$ cat src/rtl/alu_pkg.sv
// Shared definitions for the serial-ALU command front-end: op codes, FSM states
// and the helper that packs captured result bytes into a 16-bit response word.
package alu_pkg;

    typedef enum logic [1:0] {
        OP_ADD = 2'b00,
        OP_SUB = 2'b01,
        OP_MUL = 2'b10,
        OP_DIV = 2'b11
    } op_t;

    typedef enum logic [2:0] {
        ST_IDLE   = 3'd0,
        ST_CLR    = 3'd1,
        ST_SEND_M = 3'd2,
        ST_SEND_Q = 3'd3,
        ST_WAIT   = 3'd4,
        ST_CAP1   = 3'd5,
        ST_RESP   = 3'd6
    } state_t;

    // mul and div return two bytes; add and sub return one
    function automatic logic is_two_byte(input op_t op);
        return (op == OP_MUL) || (op == OP_DIV);
    endfunction

    // mul: product high then low; div: remainder then quotient
    function automatic logic [15:0] pack_result(input op_t op,
                                                input logic [7:0] byte0,
                                                input logic [7:0] byte1);
        if (is_two_byte(op)) begin
            return {byte0, byte1};
        end
        return {8'h00, byte0};
    endfunction

endpackage

$ cat src/rtl/alu_sequencer.sv
// Command front-end for the byte-serial ALU: takes one op per cmd handshake,
// clears the ALU, streams M then Q, collects the result and returns it on rsp.
module alu_sequencer
    import alu_pkg::*;
#(
    parameter int TIMEOUT = 64
) (
    input  logic        clk,
    input  logic        rst_b,
    // cmd and rsp use valid/ready: a transfer happens on a rising edge where
    // both are high; the producer holds its payload stable until that edge.
    input  logic        cmd_valid,
    output logic        cmd_ready,
    input  logic [1:0]  cmd_op,
    input  logic [7:0]  cmd_a,
    input  logic [7:0]  cmd_b,
    output logic        rsp_valid,
    input  logic        rsp_ready,
    output logic [15:0] rsp_data,
    output logic        rsp_ovf,
    output logic        rsp_err,
    output logic        alu_rst_b,
    output logic        alu_start,
    output logic [1:0]  alu_s,
    output logic [7:0]  alu_inbus,
    input  logic [7:0]  alu_outbus,
    input  logic        alu_finish,
    input  logic        alu_overflow,
    output state_t      dbg_state
);

    localparam int CNT_W = $clog2(TIMEOUT);
    localparam logic [CNT_W-1:0] CNT_LAST = CNT_W'(TIMEOUT - 1);

    state_t state;
    state_t state_next;

    op_t        op_q;
    op_t        op_next;
    logic [7:0] a_q;
    logic [7:0] b_q;
    logic [7:0] byte0_q;
    logic       ovf_q;
    logic [CNT_W-1:0] cnt;

    logic accept;
    logic timed_out;

    // registered outputs and their next values
    logic        clr_n_q;
    logic        clr_n_d;
    logic        cmd_ready_d;
    logic        alu_start_d;
    logic [1:0]  alu_s_d;
    logic [7:0]  alu_inbus_d;
    logic        rsp_valid_d;
    logic [15:0] rsp_data_d;
    logic        rsp_ovf_d;
    logic        rsp_err_d;

    assign accept    = (state == ST_IDLE) && cmd_valid;
    assign timed_out = (cnt == CNT_LAST);
    assign op_next   = accept ? op_t'(cmd_op) : op_q;
    assign alu_rst_b = rst_b & clr_n_q;
    assign dbg_state = state;

    always_ff @(posedge clk or negedge rst_b) begin
        if (!rst_b) begin
            state <= ST_IDLE;
        end else begin
            state <= state_next;
        end
    end

    always_comb begin
        state_next = state;
        unique case (state)
            ST_IDLE:   if (cmd_valid) state_next = ST_CLR;
            ST_CLR:    state_next = ST_SEND_M;
            ST_SEND_M: state_next = ST_SEND_Q;
            ST_SEND_Q: state_next = ST_WAIT;
            ST_WAIT: begin
                // finish takes priority over a simultaneous timeout
                if (alu_finish) begin
                    state_next = is_two_byte(op_q) ? ST_CAP1 : ST_RESP;
                end else if (timed_out) begin
                    state_next = ST_RESP;
                end
            end
            ST_CAP1:   state_next = ST_RESP;
            ST_RESP:   if (rsp_ready) state_next = ST_IDLE;
            default:   state_next = ST_IDLE;
        endcase
    end

    always_comb begin
        cmd_ready_d = (state_next == ST_IDLE);
        clr_n_d     = (state_next != ST_CLR);
        alu_start_d = (state_next == ST_SEND_M);
        rsp_valid_d = (state_next == ST_RESP);
        alu_s_d     = 2'b00;
        if ((state_next == ST_CLR) || (state_next == ST_SEND_M) ||
            (state_next == ST_SEND_Q) || (state_next == ST_WAIT) ||
            (state_next == ST_CAP1)) begin
            alu_s_d = op_next;
        end
        alu_inbus_d = 8'h00;
        if (state_next == ST_SEND_M) begin
            alu_inbus_d = a_q;
        end else if (state_next == ST_SEND_Q) begin
            alu_inbus_d = b_q;
        end
        rsp_data_d = rsp_data;
        rsp_ovf_d  = rsp_ovf;
        rsp_err_d  = rsp_err;
        if (state == ST_WAIT) begin
            if (alu_finish) begin
                if (!is_two_byte(op_q)) begin
                    rsp_data_d = pack_result(op_q, alu_outbus, 8'h00);
                    rsp_ovf_d  = alu_overflow;
                    rsp_err_d  = 1'b0;
                end
            end else if (timed_out) begin
                rsp_data_d = 16'h0000;
                rsp_ovf_d  = 1'b0;
                rsp_err_d  = 1'b1;
            end
        end else if (state == ST_CAP1) begin
            rsp_data_d = pack_result(op_q, byte0_q, alu_outbus);
            rsp_ovf_d  = ovf_q;
            rsp_err_d  = 1'b0;
        end
    end

    always_ff @(posedge clk or negedge rst_b) begin
        if (!rst_b) begin
            cmd_ready <= 1'b1;
            clr_n_q   <= 1'b1;
            alu_start <= 1'b0;
            alu_s     <= 2'b00;
            alu_inbus <= 8'h00;
            rsp_valid <= 1'b0;
            rsp_data  <= 16'h0000;
            rsp_ovf   <= 1'b0;
            rsp_err   <= 1'b0;
        end else begin
            cmd_ready <= cmd_ready_d;
            clr_n_q   <= clr_n_d;
            alu_start <= alu_start_d;
            alu_s     <= alu_s_d;
            alu_inbus <= alu_inbus_d;
            rsp_valid <= rsp_valid_d;
            rsp_data  <= rsp_data_d;
            rsp_ovf   <= rsp_ovf_d;
            rsp_err   <= rsp_err_d;
        end
    end

    always_ff @(posedge clk or negedge rst_b) begin
        if (!rst_b) begin
            op_q    <= OP_ADD;
            a_q     <= 8'h00;
            b_q     <= 8'h00;
            byte0_q <= 8'h00;
            ovf_q   <= 1'b0;
            cnt     <= '0;
        end else begin
            if (accept) begin
                op_q <= op_t'(cmd_op);
                a_q  <= cmd_a;
                b_q  <= cmd_b;
            end
            if ((state == ST_WAIT) && alu_finish) begin
                byte0_q <= alu_outbus;
                ovf_q   <= alu_overflow;
            end
            // saturating wait counter
            if (state == ST_SEND_Q) begin
                cnt <= '0;
            end else if ((state == ST_WAIT) && (cnt != '1)) begin
                cnt <= cnt + 1'b1;
            end
        end
    end

endmodule

$ cat config.mk
export PLATFORM = sky130hd
export DESIGN_NAME = alu_sequencer
export DESIGN_NICKNAME = d
export VERILOG_FILES = /design/src/rtl/alu_pkg.sv /design/src/rtl/alu_sequencer.sv
export SDC_FILE = /design/constraint.sdc
export NUM_CORES = 1
export LEC_CHECK = 0
export CORE_ASPECT_RATIO = 1.5
export CORE_UTILIZATION = 54
export CTS_BUF_LIST = sky130_fd_sc_hd__clkbuf_8 sky130_fd_sc_hd__clkbuf_16
export CTS_CLUSTER_DIAMETER = 60
export DETAILED_ROUTE_END_ITERATION = 7
export PLACE_DENSITY = 0.85
export SYNTH_ARGS = -nofsm -noshare
export SYNTH_HDL_FRONTEND = slang
export SYNTH_SLANG_ARGS = --single-unit
$ cat constraint.sdc
create_clock -name clk -period 3.7 [get_ports clk]
set_clock_uncertainty 0.2 [all_clocks]
set_input_delay 0.37 -clock clk [delete_from_list [all_inputs] [get_ports clk]]
set_output_delay 0.37 -clock clk [all_outputs]
set_load 0.005 [all_outputs]
==> results of run 1 <==
-- worst paths after layout --
check / start / end / slack, ps / depth (start not counted)
worst max register to register: dbg_state[2] / rsp_data[15] / 1080 / 5
worst min register to register: b_q[6] / b_q[6] / 310 / 1
min in group clk: b_q[6] / b_q[6] / 310 / 1
max in group asynchronous: rst_b / b_q[6] / 2720 / 2
worst max-delay path: dbg_state[2] / rsp_data[15] / 1080 / 5
worst min-delay path: rst_b / rsp_data[15] / 30 / 2
-- metrics by stage --
stage	worst slack, ps	util (%)	cell area, µm²	instances
floorplan	1680	-	2990	251
CTS	1070	73.3	3840	390
global route	890	73.3	3840	390
detailed placement	1060	70.2	3680	375
finish	1080	73.3	3840	390
global placement	1200	70.2	3680	375
-- cells in the mapped netlist, types with 3 or more instances --
cell	number
a22oi_1	8
nor2_1	12
mux2_2	32
nor3b_1	3
inv_1	16
clkbuf_1	6
a21oi_1	14
nand2b_1	3
nand3_1	4
mux2i_1	9
dfrtp_1	66
a311oi_1	4
buf_2	5
nand2_1	19
o21ai_0	5
nor2b_1	3
a22o_1	7
-- state kept, by name, summed over array words and instances, names as in the netlist --
register	count
dbg_state	3
rsp_valid	1
rsp_data	16
alu_inbus	8
cnt	6
alu_start	1
cmd_ready	1
a_q	8
alu_s	2
b_q	8
rsp_err	1
clr_n_q	1
rsp_ovf	1
ovf_q	1
byte0_q	8
op_q	2
-- layer usage --
| layer | track usage, % | vias to the layer above |
|---|---|---|
| met2 | 39.7 | 73 |
| li1 | - | 1024 |
| met1 | 27.3 | 1048 |
| met3 | 5.61 | 14 |
| met5 | 0 | - |
| met4 | 13.6 | 0 |
-- cell families after synthesis --
kind of cell / after synthesis
flip-flops: 68
AND/OR/NAND/NOR: 56
AO/OA/AOI/OAI: 52
multiplexers: 43
buffers and inverters: 31
adder cells (fa/ha/maj): 1
-- power breakdown --
part | internal (µW) | switching, µW
logic | 737 | 511
registers | 1080 | 244
clock network | 249 | 258
total | 2070 | 1010
-- layout make-up --
type                            count  area (µm²)  share of cell area, %
Inverter                           16        60.1                   1.56
Tap cell                           68        85.1                   2.21
Timing Repair Buffer               71         693                   18.0
Sequential cell                    68        1700                   44.4
Multi-Input combinational cell    152        1140                   29.7
Clock inverter                      5        22.5                  0.586
Clock buffer                       10         138                   3.58
-- worst register-to-register path, delay by kind of cell (launching register included) --
kind,cells,cell delay (ps)
compound gates,1,620
buf+inv,1,280
flops,1,690
mux,1,200
simple gates,2,560
==> reports/qor.csv, run 1 <==
metric;value;unit
crit_path_end_kind;flop;
ant_nets;0;
post_synth.cell_area_avg;11.9;µm²
placeable_core_region;5250;µm²
critical_path_required;3770;ps
synth-async-reset-ratio;100;%
nets;351;
final_cell_mix;66 x dfrtp_1, 65 x clkdlybuf4s50_1, 32 x mux2_2;
ys_warn_count;0;
clock_tree.buffer_depth;2;
number_of_global_route_vias_before_repair;2194;
final-max-slew-violation-count;0;
post_drt_via_cell_ratio;5.54;
timing.final.setup_violations;0;
chipWidth;62.7;µm
wl_met2;3190;µm
commonest_non_fill_non_tap_cell_in_the_layout;dfrtp_1;
syn_area;2990;µm²
grt_first_pass_wirelength;10200;µm
fillers;383;
relSlewSlack;45.4;%
synthMuxAreaShare;16.1;%
maximum_number_of_pins_on_one_net_before_global_route_repair;69;
placementRows;32;
post_synth_and_or_nand_nor_area_fraction;9.38;%
clkSinkCount;68;
routed-via-count;2159;
crit_type;flop to flop;
max_freq;382;MHz
crit_path_max_fanout;20;
port_buffers;66;
synth-compound-area-share;12.3;%
met1_length;2500;µm
max_slew.worst_pin.slew;819;ps
ctsHoldBuffers;0;
whs;33.7;ps
max_stage_delay;690;ps
post-layout-total-power;3080;µW
area_growth_syn_to_layout;28.5;%
run_status;finished clean;
initial_core_util;57.0;%
h_tree_depth;3;
met3_length;303;µm
synthesis.instances;251;
synth.lib_cells_used.distinct;43;
drt_first_pass_iters;4;
drc_errors;0;
cts_tree;yes;
final_layout_size_suffix_gt1_share;17.7;%
critical_path.top_delay_family;flip-flops;
grt-ovfl-total;0;
worst_skew_pair.late_latency;340;ps
path_class_of_the_lowest_slack_min_delay_path;input pin to asynchronous set/reset pin;
initialDrtViolationCount;99;
maxCapViolCount;0;
synth_ff_type;dfrtp_1;
cellLeakagePower;0.00165;µW
yosysTopAreaCellShare;55.3;%
fp.dieH;93.1;µm
worst_setup_hold_path_clk_slew;70;ps
antenna_found_initial;0;
io_pins;67;
diodes;0;
syn-num-nets;284;
main_combinational_cell_family_by_area_after_synthesis;multiplexers;
synthTopCellsByArea;dfrtp_1 55%, mux2_2 12%, mux2i_1 3.0%;
globalRouteTotalUtil;23.6;%
biggest_area_consumer_among_synthesized_cells;dfrtp_1;
rsz0062_at_grt;false;
hold_viol_final;0;
number_of_cells_upsized_or_downsized_after_cts;0;
crit_path_buffers_inverters;1;
post_synth_fa_ha_maj_area_fraction;0.419;%
highest_routed_layer;met4;
cts_root_buf;clkbuf_8;
synth-edff-count;0;
worstPathArrival;2680;ps
cts_inserted_buffers;9;
fp.dieArea;5840;µm²
synth_xor_xnor_area_share;0;%
post_cts_repair_timing_setup_buffer_count;0;
dp_hpwl;4350;µm
ys_ff_latch;68;
path_cells;and2b_1 -> nand2_1 -> o31ai_4 -> buf_4 -> mux2i_1;
routability_driven_placement_congestion_ratio;0.826;
worst_path_max_delay_cell;dfrtp_1;
totalNegativeSetupSlack;0;ps
period_minus_ws_final;2620;ps
postRouteWirelength;6130;µm
fin_crit_sh;70.7;%
cp-start-kind;flop;
yosysSeqAreaShare;57.0;%
vdd_ir_drop_max;470;µV
power_density_over_cell_area;802;nW/µm²
drt-wirelength-per-cell;15.7;µm
No activity file was read; power rests on OpenSTA's default activity.
==> run 2: changes to the inputs <==
--- a/config.mk
+++ b/config.mk
@@ -6,11 +6,11 @@
 export NUM_CORES = 1
 export LEC_CHECK = 0
 export CORE_ASPECT_RATIO = 1.5
-export CORE_UTILIZATION = 54
+export CORE_UTILIZATION = 45
 export CTS_BUF_LIST = sky130_fd_sc_hd__clkbuf_8 sky130_fd_sc_hd__clkbuf_16
 export CTS_CLUSTER_DIAMETER = 60
 export DETAILED_ROUTE_END_ITERATION = 7
-export PLACE_DENSITY = 0.85
+export PLACE_DENSITY = 0.75
 export SYNTH_ARGS = -nofsm -noshare
 export SYNTH_HDL_FRONTEND = slang
 export SYNTH_SLANG_ARGS = --single-unit
==> constraint.sdc (replaced) <==
create_clock -name clk -period 2.1 [get_ports clk]
set_clock_uncertainty 0.2 [all_clocks]
set_input_delay 0.21 -clock clk [delete_from_list [all_inputs] [get_ports clk]]
set_output_delay 0.21 -clock clk [all_outputs]
set_load 0.005 [all_outputs]
==> reports/qor.csv, run 2 (synthesis gave the netlist of run 1 again) <==
metric;value;unit;change
run_status;finished clean;;unchanged
placement.cell_area;3780;µm²;was 3680 µm²
final_layout_size_suffix_gt1_share;21.6;%;was 17.7%
cellLeakagePower;0.00173;µW;was 0.00165 µW
post_cts_repair_timing_setup_buffer_count;0;;unchanged
regMostFlops;rsp_data;;unchanged
hold-path-cell-count;2;;
reg2reg_depth;5;;unchanged
relSlewSlack;44.7;%;was 45.4%
dpl.cell_count;392;;was 375
hold_viol_final;0;;unchanged
crit-reg2reg-capture;rsp_ovf;;was rsp_data[15]
placementRows;36;;was 32
critical_path_required;2120;ps;was 3770 ps
placeable_core_region;6440;µm²;was 5250 µm²
cts_root_buf;clkbuf_8;;unchanged
max_slew.worst_pin.slew;829;ps;was 819 ps
drc_errors;0;;unchanged
io_pins;67;;unchanged
maxCapViolCount;0;;unchanged
vdd_ir_drop_max;873;µV;was 470 µV
postRouteWirelength;6060;µm;was 6130 µm
initial_core_util;46.4;%;was 57.0%
path_cells;ha_1 -> nand2_1 -> o31ai_4 -> buf_12 -> mux2_2;;was and2b_1 -> nand2_1 -> o31ai_4 -> buf_4 -> mux2i_1
timing.final.setup_violations;0;;unchanged
seq_power_share;38.3;%;was 43.1%
switching_share;31.6;%;was 32.9%
maximum_number_of_pins_on_one_net_before_global_route_repair;69;;unchanged
worst_path_max_delay_cell;dfrtp_1;;unchanged
fp.dieArea;6980;µm²;was 5840 µm²
switchingPower;1850;µW;was 1010 µW
period_minus_ws_final;1990;ps;was 2620 ps
routability_driven_placement_congestion_ratio;0.850;;was 0.826
crit_type;flop to flop;;unchanged
globalRouteTotalUtil;19.5;%;was 23.6%
max_freq;502;MHz;was 382 MHz
grt_first_pass_wirelength;9910;µm;was 10200 µm
drt-wirelength-per-cell;14.8;µm;was 15.7 µm
ant_nets;0;;unchanged
nets;361;;was 351
grt-ovfl-total;0;;unchanged
chipWidth;68.5;µm;was 62.7 µm
number_of_global_route_vias_before_repair;2105;;was 2194
post_drt_via_cell_ratio;5.21;;was 5.54
antenna_found_initial;0;;unchanged
clkSinkCount;68;;unchanged
final-max-slew-violation-count;0;;unchanged
routed-via-count;2131;;was 2159
setup.reg_to_reg.worst_slack;110;ps;was 1080 ps
path_class_of_the_lowest_slack_min_delay_path;input pin to flop;;was input pin to asynchronous set/reset pin
commonest_non_fill_non_tap_cell_in_the_layout;dfrtp_1;;unchanged
drt_first_pass_iters;6;;was 4
fp.dieH;102;µm;was 93.1 µm
fin_crit_sh;94.9;%;was 70.7%
worstPathArrival;2010;ps;was 2680 ps
reg2reg_from;cnt[0];;was dbg_state[2]
final_design_area_no_fill;4030;µm²;was 3840 µm²
min-delay-start;cmd_a[2];;
combinationalPowerShare;41.4;%;was 40.5%
worst_setup_hold_path_clk_slew;70;ps;about the same
totalNegativeSetupSlack;0;ps;unchanged
crit_path_buffers_inverters;1;;unchanged
clock_tree.buffer_depth;2;;unchanged
rsz0062_at_grt;false;;unchanged
area_growth_syn_to_layout;34.7;%;was 28.5%
largest_register_ff_count;16;;unchanged
dp_slack;45.4;ps;was 1060 ps
diodes;0;;unchanged
share_clk_of_total_power;20.3;%;was 16.4%
power_density_over_cell_area;1450;nW/µm²;was 802 nW/µm²
crit_path_end_kind;flop;;unchanged
port_buffers;66;;unchanged
fin_cells;409;;was 390
cp-start-kind;flop;;unchanged
worst_skew_pair.late_latency;340;ps;about the same
max_stage_delay;420;ps;was 690 ps
final_cell_mix;66 x dfrtp_1, 65 x clkdlybuf4s50_1, 32 x mux2_2;;unchanged
power_report.internal_total;4000;µW;was 2070 µW
critical_path.top_delay_family;flip-flops;;unchanged
h_tree_depth;3;;unchanged
crit_path_max_fanout;17;;was 20
initialDrtViolationCount;132;;was 99
cts_inserted_buffers;9;;unchanged
post-layout-total-power;5860;µW;was 3080 µW
worstHoldEndpoint;a_q[2];;
cts_tree;yes;;unchanged
timing.final.ws_setup;108;ps;was 1080 ps
dp_hpwl;4260;µm;was 4350 µm
run 2: power groups by stage:
| stage | logic (µW) | registers (µW) | clock network, µW |
|---|---|---|---|
| detailed placement | 2430 | 2260 | 0 |
| global route | 2690 | 2330 | 1270 |
| CTS | 2450 | 2240 | 1210 |
| global placement | 2370 | 2250 | 0 |
| floorplan | 1380 | 2210 | 0 |
| finish | 2420 | 2240 | 1190 |
run 2: area by class of cell:
cell class,count,area [µm²]
Tap cell,76,95.1
Timing Repair Buffer,81,796
Fill cell,537,2410
Inverter,16,60.1
Clock inverter,7,98.8
Sequential cell,68,1700
Multi-Input combinational cell,152,1150
Clock buffer,9,124
run 2: worst max path at each step:
stage | from | to | slack [ps] | cells after the start
floorplan | dbg_state[2] | rsp_data[6] | 80 | 7
global route | cnt[0] | rsp_ovf | 30 | 5
finish | cnt[0] | rsp_ovf | 110 | 5
CTS | dbg_state[0] | rsp_data[2] | 40 | 4
global placement | alu_finish | rsp_data[5] | 60 | 5
detailed placement | alu_finish | rsp_data[5] | 50 | 5
run 2: what timing repair did:
action                                  in CTS  in global routing
hold buffers                                 1                  0
endpoints found under the setup margin       0                 15
resized for setup                            0                  3
endpoints found under the hold margin       66                  0
run 2: metal layers:
| metal | wire, µm | global-route usage [%] |
|---|---|---|
| met2 | 2950 | 30.8 |
| met5 | 0 | 0 |
| met3 | 304 | 6.36 |
| met4 | 107 | 6.89 |
| met1 | 2700 | 24.7 |
run 2: per-stage QoR:
stage	hold slack (ps)	util (%)
detailed placement	283	58.8
finish	278	62.5
floorplan	-286	-
global placement	272	58.8
global route	265	62.5
CTS	265	62.4
run 2: worst register-to-register path, stage by stage (launching register included):
cell     delay [ps]
dfrtp_1         420
ha_1            290
nand2_1         170
o31ai_4         250
buf_12          200
mux2_2          340
==> run 3: changes to the inputs <==
--- a/config.mk
+++ b/config.mk
@@ -6,11 +6,13 @@
 export NUM_CORES = 1
 export LEC_CHECK = 0
 export CORE_ASPECT_RATIO = 1.5
+export CORE_MARGIN = 2
 export CORE_UTILIZATION = 45
 export CTS_BUF_LIST = sky130_fd_sc_hd__clkbuf_8 sky130_fd_sc_hd__clkbuf_16
 export CTS_CLUSTER_DIAMETER = 60
 export DETAILED_ROUTE_END_ITERATION = 7
 export PLACE_DENSITY = 0.75
+export SETUP_SLACK_MARGIN = 0.15
 export SYNTH_ARGS = -nofsm -noshare
 export SYNTH_HDL_FRONTEND = slang
 export SYNTH_SLANG_ARGS = --single-unit
==> reports/qor.csv, run 3 (synthesis gave the netlist of run 1 again) <==
metric;value;unit;change
grt-ovfl-total;0;;unchanged
clock_tree.buffer_depth;2;;unchanged
antenna_found_initial;0;;unchanged
cts_tree;yes;;unchanged
nets;368;;was 361
totalNegativeSetupSlack;0;ps;unchanged
crit_path_end_kind;flop;;unchanged
worstPathArrival;1950;ps;was 2010 ps
hold_viol_final;0;;unchanged
regMostFlops;rsp_data;;unchanged
vdd_ir_drop_max;726;µV;was 873 µV
cellLeakagePower;0.00177;µW;was 0.00173 µW
relSlewSlack;43.3;%;was 44.7%
final-max-slew-violation-count;0;;unchanged
diodes;0;;unchanged
routed-via-count;2211;;was 2131
worst_setup_hold_path_clk_slew;70;ps;about the same
initialDrtViolationCount;79;;was 132
power_density_over_cell_area;1430;nW/µm²;was 1450 nW/µm²
area_growth_syn_to_layout;36.5;%;was 34.7%
chipWidth;70.5;µm;was 68.5 µm
period_minus_ws_final;1930;ps;was 1990 ps
post_drt_via_cell_ratio;5.31;;was 5.21
cp-start-kind;flop;;unchanged
maxCapViolCount;0;;unchanged
initial_core_util;46.1;%;was 46.4%
postRouteWirelength;6630;µm;was 6060 µm
dp_hpwl;4710;µm;was 4260 µm
run_status;finished clean;;unchanged
worst_skew_pair.late_latency;350;ps;was 340 ps
max_freq;519;MHz;was 502 MHz
maximum_number_of_pins_on_one_net_before_global_route_repair;69;;unchanged
max_slew.worst_pin.slew;850;ps;was 829 ps
number_of_global_route_vias_before_repair;2251;;was 2105
h_tree_depth;3;;unchanged
crit_path_max_fanout;16;;was 17
final_design_area_no_fill;4080;µm²;was 4030 µm²
fp.dieH;104;µm;was 102 µm
placeable_core_region;6490;µm²;was 6440 µm²
crit_type;flop to flop;;unchanged
globalRouteTotalUtil;19.3;%;was 19.5%
cts_root_buf;clkbuf_8;;unchanged
drt-wirelength-per-cell;15.9;µm;was 14.8 µm
drt_first_pass_iters;5;;was 6
final_cell_mix;64 x clkdlybuf4s50_1, 63 x dfrtp_1, 32 x mux2_2;;was 66 x dfrtp_1, 65 x clkdlybuf4s50_1, 32 x mux2_2
commonest_non_fill_non_tap_cell_in_the_layout;clkdlybuf4s50_1;;was dfrtp_1
cts_inserted_buffers;9;;unchanged
placementRows;36;;unchanged
grt_first_pass_wirelength;11000;µm;was 9910 µm
fin_crit_sh;91.8;%;was 94.9%
rsz0062_at_grt;true;;was false
path_class_of_the_lowest_slack_min_delay_path;input pin to flop;;unchanged
port_buffers;66;;unchanged
placement.cell_area;3790;µm²;was 3780 µm²
timing.final.setup_violations;0;;unchanged
fp.dieArea;7320;µm²;was 6980 µm²
final_layout_size_suffix_gt1_share;26.5;%;was 21.6%
ant_nets;0;;unchanged
critical_path_required;2130;ps;was 2120 ps
fillers;529;;was 537
largest_register_ff_count;16;;unchanged
routability_driven_placement_congestion_ratio;0.763;;was 0.850
clkSinkCount;68;;unchanged
io_pins;67;;unchanged
drc_errors;0;;unchanged
## run 3: cell count changes in the layout (fill, tap and decap cells not counted), moves of 2 or more
cell	before	now
clkinvlp_4	1	3
dfrtp_1	66	63
dfrtp_2	0	3
clkinv_2	1	3
buf_4	12	19
inv_6	2	0
## run 3: critical path, cell delays in order (launching register included)
cell     delay (ps)
dfrtp_2         450
and2b_2         270
nand2_4          80
o31ai_4         270
buf_12          200
mux2_2          350
## run 3: timing repair
| action | 4_1_cts | 5_1_grt |
|---|---|---|
| endpoints found under the setup margin | 15 | 39 |
| hold buffers | 1 | 0 |
| gates resized for setup | 6 | 10 |
| setup buffers | 2 | 4 |
| hold endpoints to repair | 66 | 0 |
## run 3: path summary, 6_finish.rpt
check / start / to / slack (ps) / cells after the start
min: alu_overflow / ovf_q / 270 / 3
max in group asynchronous: rst_b / dbg_state[1] / 580 / 3
max: dbg_state[1] / rsp_data[2] / 170 / 5
min in group asynchronous: rst_b / b_q[6] / 500 / 3
max reg2reg: dbg_state[1] / rsp_data[2] / 170 / 5
min reg2reg: ovf_q / ovf_q / 290 / 2
## run 3: layout make-up
class	instances	area, µm²	area share, %
Timing Repair Buffer	88	842	20.6
Tap cell	76	95.1	2.33
Inverter	16	60.1	1.47
Multi-Input combinational cell	152	1180	29.0
Clock inverter	7	67.6	1.66
Clock buffer	9	124	3.03
Sequential cell	68	1710	41.8
## run 3: power by group
group / switching, µW / internal (µW) / total [µW] / leakage (µW)
Combinational: 1040 / 1470 / 2510 / 0.000829
Clock: 498 / 541 / 1040 / 0.0000910
Sequential: 363 / 1920 / 2280 / 0.000845
## run 3: per-layer routing
metal / track usage [%] / part of all wire, % / routed length [µm]
met2: 32.3 / 52 / 3460
met4: 9.70 / 2.1 / 140
met3: 3.60 / 4.4 / 295
met5: 0 / 0 / 0
met1: 23.3 / 41 / 2730
## run 3: through the flow
stage,util (%),power [µW],setup WS (ps),cells,hold slack (ps)
floorplan,-,3610,87.0,251,-286
global placement,58.4,4630,80.8,393,270
detailed placement,58.4,4720,39.1,393,282
CTS,62.0,5810,135,412,263
global route,62.9,6230,148,416,279
finish,62.9,5830,173,416,268
